--- config.mk ---
export PLATFORM = sky130hd
export DESIGN_NAME = mm_engine
export DESIGN_NICKNAME = d
export VERILOG_FILES = /design/src/rtl/mm_pkg.sv /design/src/rtl/mm_addr_gen.sv /design/src/rtl/mm_engine.sv
export SDC_FILE = /design/constraint.sdc
export NUM_CORES = 1
export LEC_CHECK = 0
export ABC_AREA = 1
export BUFFER_PORTS_ARGS = -buffer_cell sky130_fd_sc_hd__buf_2
export CAP_MARGIN = 20
export CORE_MARGIN = 2
export CORE_UTILIZATION = 40
export CTS_CLUSTER_SIZE = 12
export DETAILED_ROUTE_END_ITERATION = 7
export SYNTH_ARGS = -nofsm -noshare
export SYNTH_HDL_FRONTEND = slang
export SYNTH_SLANG_ARGS = --single-unit
--- constraint.sdc ---
create_clock -name clock -period 8.1 [get_ports clock]
set_input_delay 0.81 -clock clock [delete_from_list [all_inputs] [get_ports clock]]
set_output_delay 0.81 -clock clock [all_outputs]
set_load 0.03 [all_outputs]
--- src/rtl/mm_pkg.sv ---
// Shared types and helpers for the hardwired matrix-multiply engine.
package mm_pkg;

  typedef enum logic [2:0] {IDLE, RD_A, RD_B, MAC, WR, DONE} state_t;

  // Widest accumulator the overflow helper can inspect.
  localparam int unsigned MAX_ACC_W = 128;

  function automatic int unsigned acc_w(input int unsigned data_w, input int unsigned dim_w);
    return 2 * data_w + dim_w;
  endfunction

  // True when the accumulator value is representable in data_w bits.
  function automatic logic fits_width(input logic [MAX_ACC_W-1:0] acc,
                                      input int unsigned          acc_width,
                                      input int unsigned          data_w,
                                      input logic                 is_signed);
    logic ok;
    ok = 1'b1;
    for (int unsigned b = 0; b < MAX_ACC_W; b++) begin
      if (b >= data_w && b < acc_width) begin
        if (is_signed ? (acc[b] != acc[data_w-1]) : acc[b]) ok = 1'b0;
      end
    end
    return ok;
  endfunction

endpackage

--- src/rtl/mm_addr_gen.sv ---
// i/j/k loop counters and A/B/D address generation; addresses reflect the
// counter values that will hold after this cycle's load/step request.
module mm_addr_gen #(
  parameter int unsigned ADDR_W  = 8,
  parameter int unsigned DIM_W   = 8,
  parameter int unsigned NCORES  = 1,
  parameter int unsigned CORE_ID = 0
) (
  input  logic              clock,
  input  logic              reset_n,
  input  logic              load,
  input  logic              step_k,
  input  logic              step_elem,
  input  logic [DIM_W-1:0]  dim_i,
  input  logic [DIM_W-1:0]  dim_k,
  input  logic [DIM_W-1:0]  dim_j,
  input  logic [ADDR_W-1:0] base_a,
  input  logic [ADDR_W-1:0] base_b,
  input  logic [ADDR_W-1:0] base_d,
  output logic [ADDR_W-1:0] addr_a_c,
  output logic [ADDR_W-1:0] addr_b_c,
  output logic [ADDR_W-1:0] addr_d_c,
  output logic              last_k_c,
  output logic              last_elem_c
);

  localparam int unsigned IW = DIM_W + 1;
  localparam int unsigned PW = IW + DIM_W;

  logic [IW-1:0]     i_q, i_n, i_inc;
  logic [DIM_W-1:0]  j_q, j_n, k_q, k_n;
  logic [DIM_W-1:0]  di_q, di_n, dk_q, dk_n, dj_q, dj_n;
  logic [ADDR_W-1:0] ba_q, ba_n, bb_q, bb_n, bd_q, bd_n;
  logic [PW-1:0]     prod_ik, prod_kj, prod_ij;
  logic              last_j;

  assign i_inc       = i_q + IW'(NCORES);
  assign last_j      = (j_q == dj_q - DIM_W'(1));
  assign last_k_c    = (k_q == dk_q - DIM_W'(1));
  assign last_elem_c = last_j && (i_inc >= {1'b0, di_q});

  // Next counter values.
  always_comb begin
    i_n  = i_q;
    j_n  = j_q;
    k_n  = k_q;
    di_n = di_q;
    dk_n = dk_q;
    dj_n = dj_q;
    ba_n = ba_q;
    bb_n = bb_q;
    bd_n = bd_q;
    if (load) begin
      di_n = dim_i;
      dk_n = dim_k;
      dj_n = dim_j;
      ba_n = base_a;
      bb_n = base_b;
      bd_n = base_d;
      i_n  = IW'(CORE_ID);
      j_n  = '0;
      k_n  = '0;
    end else if (step_k) begin
      k_n = k_q + DIM_W'(1);
    end else if (step_elem) begin
      k_n = '0;
      if (last_j) begin
        j_n = '0;
        i_n = i_inc;
      end else begin
        j_n = j_q + DIM_W'(1);
      end
    end
  end

  assign prod_ik  = PW'(i_n) * PW'(dk_n);
  assign prod_kj  = PW'(k_n) * PW'(dj_n);
  assign prod_ij  = PW'(i_n) * PW'(dj_n);
  assign addr_a_c = ba_n + ADDR_W'(prod_ik) + ADDR_W'(k_n);
  assign addr_b_c = bb_n + ADDR_W'(prod_kj) + ADDR_W'(j_n);
  assign addr_d_c = bd_n + ADDR_W'(prod_ij) + ADDR_W'(j_n);

  always_ff @(posedge clock or negedge reset_n) begin
    if (!reset_n) begin
      i_q  <= '0;
      j_q  <= '0;
      k_q  <= '0;
      di_q <= '0;
      dk_q <= '0;
      dj_q <= '0;
      ba_q <= '0;
      bb_q <= '0;
      bd_q <= '0;
    end else begin
      i_q  <= i_n;
      j_q  <= j_n;
      k_q  <= k_n;
      di_q <= di_n;
      dk_q <= dk_n;
      dj_q <= dj_n;
      ba_q <= ba_n;
      bb_q <= bb_n;
      bd_q <= bd_n;
    end
  end

endmodule

--- src/rtl/mm_engine.sv ---
// Hardwired D = A x B engine: FSM, accumulator, overflow flag and memory port.
module mm_engine
  import mm_pkg::*;
#(
  parameter int unsigned DATA_W  = 16,
  parameter int unsigned ADDR_W  = 8,
  parameter int unsigned DIM_W   = 8,
  parameter int unsigned SIGNED  = 0,
  parameter int unsigned NCORES  = 1,
  parameter int unsigned CORE_ID = 0
) (
  input  logic              clock,
  input  logic              reset_n,
  input  logic              start,
  input  logic [DIM_W-1:0]  dim_i,
  input  logic [DIM_W-1:0]  dim_k,
  input  logic [DIM_W-1:0]  dim_j,
  input  logic [ADDR_W-1:0] base_a,
  input  logic [ADDR_W-1:0] base_b,
  input  logic [ADDR_W-1:0] base_d,
  output logic [ADDR_W-1:0] addr_data,
  output logic [DATA_W-1:0] datain,
  input  logic [DATA_W-1:0] dataout,
  output logic              write_en,
  output logic              busy,
  output logic              done,
  output logic              ovf
);

  localparam int unsigned ACC_W = acc_w(DATA_W, DIM_W);
  localparam int unsigned PW    = 2 * DATA_W;

  state_t            state, state_n;
  logic [ACC_W-1:0]  acc, acc_n, prod_ext;
  logic [DATA_W-1:0] a_reg, a_reg_n, datain_n;
  logic [ADDR_W-1:0] addr_n;
  logic              write_en_n, busy_n, done_n, ovf_n;
  logic [PW-1:0]     op_a, op_b, prod;
  logic              ag_load, ag_step_k, ag_step_elem;
  logic [ADDR_W-1:0] ag_addr_a, ag_addr_b, ag_addr_d;
  logic              ag_last_k, ag_last_elem;
  logic              empty_op;

  mm_addr_gen #(
    .ADDR_W  (ADDR_W),
    .DIM_W   (DIM_W),
    .NCORES  (NCORES),
    .CORE_ID (CORE_ID)
  ) u_addr_gen (
    .clock       (clock),
    .reset_n     (reset_n),
    .load        (ag_load),
    .step_k      (ag_step_k),
    .step_elem   (ag_step_elem),
    .dim_i       (dim_i),
    .dim_k       (dim_k),
    .dim_j       (dim_j),
    .base_a      (base_a),
    .base_b      (base_b),
    .base_d      (base_d),
    .addr_a_c    (ag_addr_a),
    .addr_b_c    (ag_addr_b),
    .addr_d_c    (ag_addr_d),
    .last_k_c    (ag_last_k),
    .last_elem_c (ag_last_elem)
  );

  // Operands are widened first so the low 2*DATA_W product bits are exact.
  always_comb begin
    if (SIGNED != 0) begin
      op_a = {{DATA_W{a_reg[DATA_W-1]}}, a_reg};
      op_b = {{DATA_W{dataout[DATA_W-1]}}, dataout};
    end else begin
      op_a = {{DATA_W{1'b0}}, a_reg};
      op_b = {{DATA_W{1'b0}}, dataout};
    end
  end

  assign prod     = op_a * op_b;
  assign prod_ext = (SIGNED != 0) ? {{DIM_W{prod[PW-1]}}, prod} : {{DIM_W{1'b0}}, prod};
  assign empty_op = (dim_i == '0) || (dim_k == '0) || (dim_j == '0) || (32'(dim_i) <= CORE_ID);

  // Next state and next registered outputs.
  always_comb begin
    state_n      = state;
    addr_n       = addr_data;
    datain_n     = datain;
    write_en_n   = 1'b0;
    busy_n       = 1'b0;
    done_n       = 1'b0;
    ovf_n        = ovf;
    acc_n        = acc;
    a_reg_n      = a_reg;
    ag_load      = 1'b0;
    ag_step_k    = 1'b0;
    ag_step_elem = 1'b0;
    unique case (state)
      IDLE: begin
        if (start) begin
          ag_load = 1'b1;
          ovf_n   = 1'b0;
          acc_n   = '0;
          if (empty_op) begin
            state_n = DONE;
            done_n  = 1'b1;
          end else begin
            state_n = RD_A;
            busy_n  = 1'b1;
            addr_n  = ag_addr_a;
          end
        end
      end
      RD_A: begin
        state_n = RD_B;
        busy_n  = 1'b1;
        addr_n  = ag_addr_b;
      end
      RD_B: begin
        state_n = MAC;
        busy_n  = 1'b1;
        a_reg_n = dataout;
      end
      MAC: begin
        busy_n = 1'b1;
        acc_n  = acc + prod_ext;
        if (ag_last_k) begin
          state_n    = WR;
          addr_n     = ag_addr_d;
          datain_n   = acc_n[DATA_W-1:0];
          write_en_n = 1'b1;
          if (!fits_width(MAX_ACC_W'(acc_n), ACC_W, DATA_W, SIGNED != 0)) ovf_n = 1'b1;
        end else begin
          state_n   = RD_A;
          ag_step_k = 1'b1;
          addr_n    = ag_addr_a;
        end
      end
      WR: begin
        acc_n        = '0;
        ag_step_elem = 1'b1;
        if (ag_last_elem) begin
          state_n = DONE;
          done_n  = 1'b1;
        end else begin
          state_n = RD_A;
          busy_n  = 1'b1;
          addr_n  = ag_addr_a;
        end
      end
      DONE: begin
        state_n = IDLE;
      end
      default: begin
        state_n = IDLE;
      end
    endcase
  end

  always_ff @(posedge clock or negedge reset_n) begin
    if (!reset_n) begin
      state     <= IDLE;
      addr_data <= '0;
      datain    <= '0;
      write_en  <= 1'b0;
      busy      <= 1'b0;
      done      <= 1'b0;
      ovf       <= 1'b0;
      acc       <= '0;
      a_reg     <= '0;
    end else begin
      state     <= state_n;
      addr_data <= addr_n;
      datain    <= datain_n;
      write_en  <= write_en_n;
      busy      <= busy_n;
      done      <= done_n;
      ovf       <= ovf_n;
      acc       <= acc_n;
      a_reg     <= a_reg_n;
    end
  end

endmodule

==> out/qor.tcl <==
set qor(outcome) {finished, final reports clean}
set qor(drtAntennaViolNets) 0
set qor(detailedRoute.firstIterationViolations) 1312
set qor(drv_slew) 0
set qor(antenna_diode_count) 0
set qor(post_synth_instance_area_mm2) 0.02229
set qor(grt_util_all_layers_pct) 23.53
set qor(worst_setup_path_end_kind) {flip-flop}
set qor(worst_reg_to_reg_path_cell_count) 25
set qor(clock.fmax_mhz) 142.2
set qor(final_layout_size_suffix_gt1_share_pct) 9.275
set qor(detailedPlace.worstSlack_ns) 0.8389
set qor(initial_antenna_violation_count) 0
set qor(design.die.area_mm2) 0.05763
set qor(path_class) {flip-flop to flip-flop}
set qor(drt-total-wl_um) 64040
set qor(grt_max_degree) 68
set qor(final.period_utilization_pct) 86.80
set qor(cts-htree-levels) 4
set qor(synthToLayoutAreaGrowth_pct) 7.813
set qor(cap_viol_max_count) 0
set qor(amount_of_wire_on_met3_after_detailed_routing_um) 3107
set qor(worstPathRequired_ns) 8.49
set qor(global_route.overflow_total) 0
set qor(filler_cell_count) 5628
set qor(reg2reg_setup_slack_ns) 1.07
set qor(synthesis.nets) 3414
set qor(ctsRootBufferMaster) {sky130_fd_sc_hd__clkbuf_16}
set qor(worst_clock_skew_ns) 0.01995
set qor(die-height_um) 240.1
set qor(synth-seq-cells) 160
set qor(cts.sink_count) 160
set qor(timing.max_slew.rel_slack_pct) 25.35
set qor(post-cts-setup-buffers) 0
set qor(finalSetupViolations) 0
set qor(synth.avg_cell_area_um2) 7.778
set qor(syn_inst) 2866
set qor(clock_insertion_delay_worst_skew_ns) 0.51
set qor(grt_setup_unrepaired) {no}
set qor(gp_congestion) 0.9597
set qor(max_slew.worst_pin.slew_ns) 1.117
set qor(detail_route.drc_violations) 0
set qor(io_buffers) 94
set qor(routedWlPerCell_um) 17.50
set qor(post-dp-hpwl_um) 52680
set qor(critPathMaxFanout) 17
set qor(post_synth_edffs) 0
set qor(synth_ff_type) {sky130_fd_sc_hd__dfrtp_1}
set qor(clk_path_buf_depth) 2
set qor(synth-seq-area-share_pct) 17.96
set qor(worst_setup_path_start_kind) {flip-flop}
set qor(r2r_end) {ovf}
set qor(tritoncts) {done}
set qor(dr.max_layer_used) {met4}
set qor(via_count_of_the_first_global_routing_pass) 19340
set qor(finalWorstSetupSlack_ns) 1.069
set qor(crit_path_arrival_time_ns) 7.42
set qor(num-nets-final) 3447
set qor(wl_met2_um) 31520
set qor(number_of_flip_flops_in_the_largest_register) 40
set qor(die_x_um) 240.1
set qor(placementRows) 86
set qor(yosys.cell_types.count) 58
set qor(cts-resized-gates) 0
set qor(timing.final.hold_violations) 0
set qor(design.portCount) 95
set qor(count_of_warnings_emitted_by_yosys) 0
set qor(synth_async_sr_flop_share_pct) 100.0
set qor(via_density) 4.981
set qor(setup-tns-final_ns) 0
set qor(grt_pass1_wl_um) 104300
set qor(first_pass_iters) 5
set qor(detailed_routing_wirelength_on_met1_um) 27150
set qor(detailroute.via_count) 18230
set qor(ctsHoldBuffers) 0
set qor(worst_r2r_startpoint) {a_reg[9]}
set qor(cts_made_buffers) 17
set qor(post-route-min-period_ns) 7.031
set qor(core_mm2) 0.05509
set qor(worst_hold_path_type) {primary input to async pin}
set qor(clk_pin_slew_ns) 0.08
set qor(initial_utilization_pct) 40.46
==> area by class of cell <==
cell class	count	area [um^2]	share of cell area (%)
clock buffers	18	439.2	1.827
inverters	723	2715	11.30
repair buffers	116	641.9	2.671
clock inverters	13	152.6	0.6352
multi-input cells	1881	15140	63.02
well taps	748	935.9	3.894
flip-flops and latches	160	4004	16.66
==> synth_stat cells, types with 8 or more instances <==
| cell type | n | area [um^2] |
|---|---|---|
| sky130_fd_sc_hd__inv_1 | 707 | 2654 |
| sky130_fd_sc_hd__nand2_1 | 687 | 2579 |
| sky130_fd_sc_hd__fa_1 | 292 | 5846 |
| sky130_fd_sc_hd__ha_1 | 189 | 2365 |
| sky130_fd_sc_hd__dfrtp_1 | 160 | 4004 |
| sky130_fd_sc_hd__nor2_1 | 133 | 499.2 |
| sky130_fd_sc_hd__nand3_1 | 115 | 575.6 |
| sky130_fd_sc_hd__o21ai_0 | 98 | 490.5 |
| sky130_fd_sc_hd__clkbuf_1 | 88 | 330.3 |
| sky130_fd_sc_hd__a21oi_1 | 54 | 270.3 |
| sky130_fd_sc_hd__xor2_1 | 47 | 411.6 |
| sky130_fd_sc_hd__nand4_1 | 38 | 237.7 |
| sky130_fd_sc_hd__xnor2_1 | 29 | 254.0 |
| sky130_fd_sc_hd__or2_2 | 23 | 143.9 |
| sky130_fd_sc_hd__mux2_2 | 16 | 180.2 |
| sky130_fd_sc_hd__nand2_2 | 15 | 93.84 |
| sky130_fd_sc_hd__nor2_2 | 12 | 75.07 |
| sky130_fd_sc_hd__inv_2 | 11 | 41.29 |
| sky130_fd_sc_hd__nand3_2 | 11 | 110.1 |
| sky130_fd_sc_hd__nor4_1 | 11 | 68.82 |
| sky130_fd_sc_hd__o22ai_1 | 11 | 68.82 |
| sky130_fd_sc_hd__a21o_1 | 10 | 75.07 |
| sky130_fd_sc_hd__nand2_4 | 9 | 101.4 |
| sky130_fd_sc_hd__nor2_4 | 9 | 101.4 |
| sky130_fd_sc_hd__buf_2 | 8 | 40.04 |
| sky130_fd_sc_hd__nor3_1 | 8 | 40.04 |
==> kinds of logic (layout without fill, tap and decap cells) <==
logic type	Yosys count	count (layout)	synth area share [%]
flip-flops	160	160	17.96
buffers and inverters	825	870	14.10
multiplexers	16	16	0.8082
XOR/XNOR	76	76	2.986
AND/OR/NAND/NOR	1087	1087	21.60
adder cells (fa/ha/maj)	481	481	36.83
AO/OA/AOI/OAI	221	221	5.714
==> worst max-delay path, cell delays in order (launching register included) <==
cell                      delay (ns)
sky130_fd_sc_hd__dfrtp_1        0.86
sky130_fd_sc_hd__nand2_1        0.18
sky130_fd_sc_hd__fa_1           0.56
sky130_fd_sc_hd__inv_1          0.05
sky130_fd_sc_hd__fa_1           0.48
sky130_fd_sc_hd__fa_1           0.52
sky130_fd_sc_hd__fa_1           0.56
sky130_fd_sc_hd__fa_1           0.57
sky130_fd_sc_hd__inv_1          0.07
sky130_fd_sc_hd__fa_1           0.56
sky130_fd_sc_hd__inv_1          0.05
sky130_fd_sc_hd__ha_1           0.34
sky130_fd_sc_hd__nand2_1        0.11
sky130_fd_sc_hd__nor2_1         0.15
sky130_fd_sc_hd__nand3_1        0.08
sky130_fd_sc_hd__o21ai_0        0.55
sky130_fd_sc_hd__nand4_1        0.15
sky130_fd_sc_hd__nand2_1        0.14
sky130_fd_sc_hd__xnor2_1        0.16
sky130_fd_sc_hd__nand4_1        0.13
sky130_fd_sc_hd__nor2_1         0.25
sky130_fd_sc_hd__nand3_1        0.12
sky130_fd_sc_hd__nand2_1        0.08
sky130_fd_sc_hd__nand2_1        0.06
sky130_fd_sc_hd__nand3_1        0.06
sky130_fd_sc_hd__nand2_1        0.06
==> layout by cell type (no fill, tap or decap), types with 9 or more instances in the layout <==
cell                        netlist  final
sky130_fd_sc_hd__o22ai_1         11     11
sky130_fd_sc_hd__xnor2_1         29     29
sky130_fd_sc_hd__a21oi_1         54     54
sky130_fd_sc_hd__ha_1           189    189
sky130_fd_sc_hd__xor2_1          47     47
sky130_fd_sc_hd__nor2_2          12     12
sky130_fd_sc_hd__buf_4            2     22
sky130_fd_sc_hd__inv_1          707    707
sky130_fd_sc_hd__inv_2           11     11
sky130_fd_sc_hd__nand2_2         15     15
sky130_fd_sc_hd__o21ai_0         98     98
sky130_fd_sc_hd__clkbuf_16        0     17
sky130_fd_sc_hd__nand4_1         38     38
sky130_fd_sc_hd__dfrtp_1        160    160
sky130_fd_sc_hd__nor4_1          11     11
sky130_fd_sc_hd__or2_2           23     23
sky130_fd_sc_hd__nand3_2         11     11
sky130_fd_sc_hd__buf_2            8     93
sky130_fd_sc_hd__nor2_4           9      9
sky130_fd_sc_hd__nand3_1        115    115
sky130_fd_sc_hd__nand2_1        687    687
sky130_fd_sc_hd__nor2_1         133    133
sky130_fd_sc_hd__mux2_2          16     16
sky130_fd_sc_hd__fa_1           292    292
sky130_fd_sc_hd__a21o_1          10     10
sky130_fd_sc_hd__nand2_4          9      9
==> through the flow <==
| step | util [%] | hold WS [ns] | instance area, um^2 | std cells |
|---|---|---|---|---|
| global route | 43.62 | 0.3451 | 24030 | 3659 |
| global placement | 42.55 | 0.4562 | 23440 | 3628 |
| detailed placement | 42.55 | 0.4641 | 23440 | 3628 |
| CTS | 43.62 | 0.3098 | 24030 | 3659 |
| finish | 43.62 | 0.3051 | 24030 | 3659 |
| floorplan | - | 0.4504 | 22290 | 2866 |
==> layer usage <==
metal  up-vias  global-route usage [%]
met5         -                       0
met4         0                   9.279
met3       121                   3.375
met2       533                   40.60
met1      8949                   29.70
li1       8622                       -
==> worst max-delay path by stage <==
stage | from | end
CTS | a_reg[9] | ovf
floorplan | dataout[4] | ovf
global route | a_reg[12] | ovf
detailed placement | dataout[10] | ovf
global placement | dataout[10] | ovf
finish | a_reg[9] | ovf
Power is not shown: default switching activity piles up to over one toggle a cycle in this logic, so the estimate is an artifact.
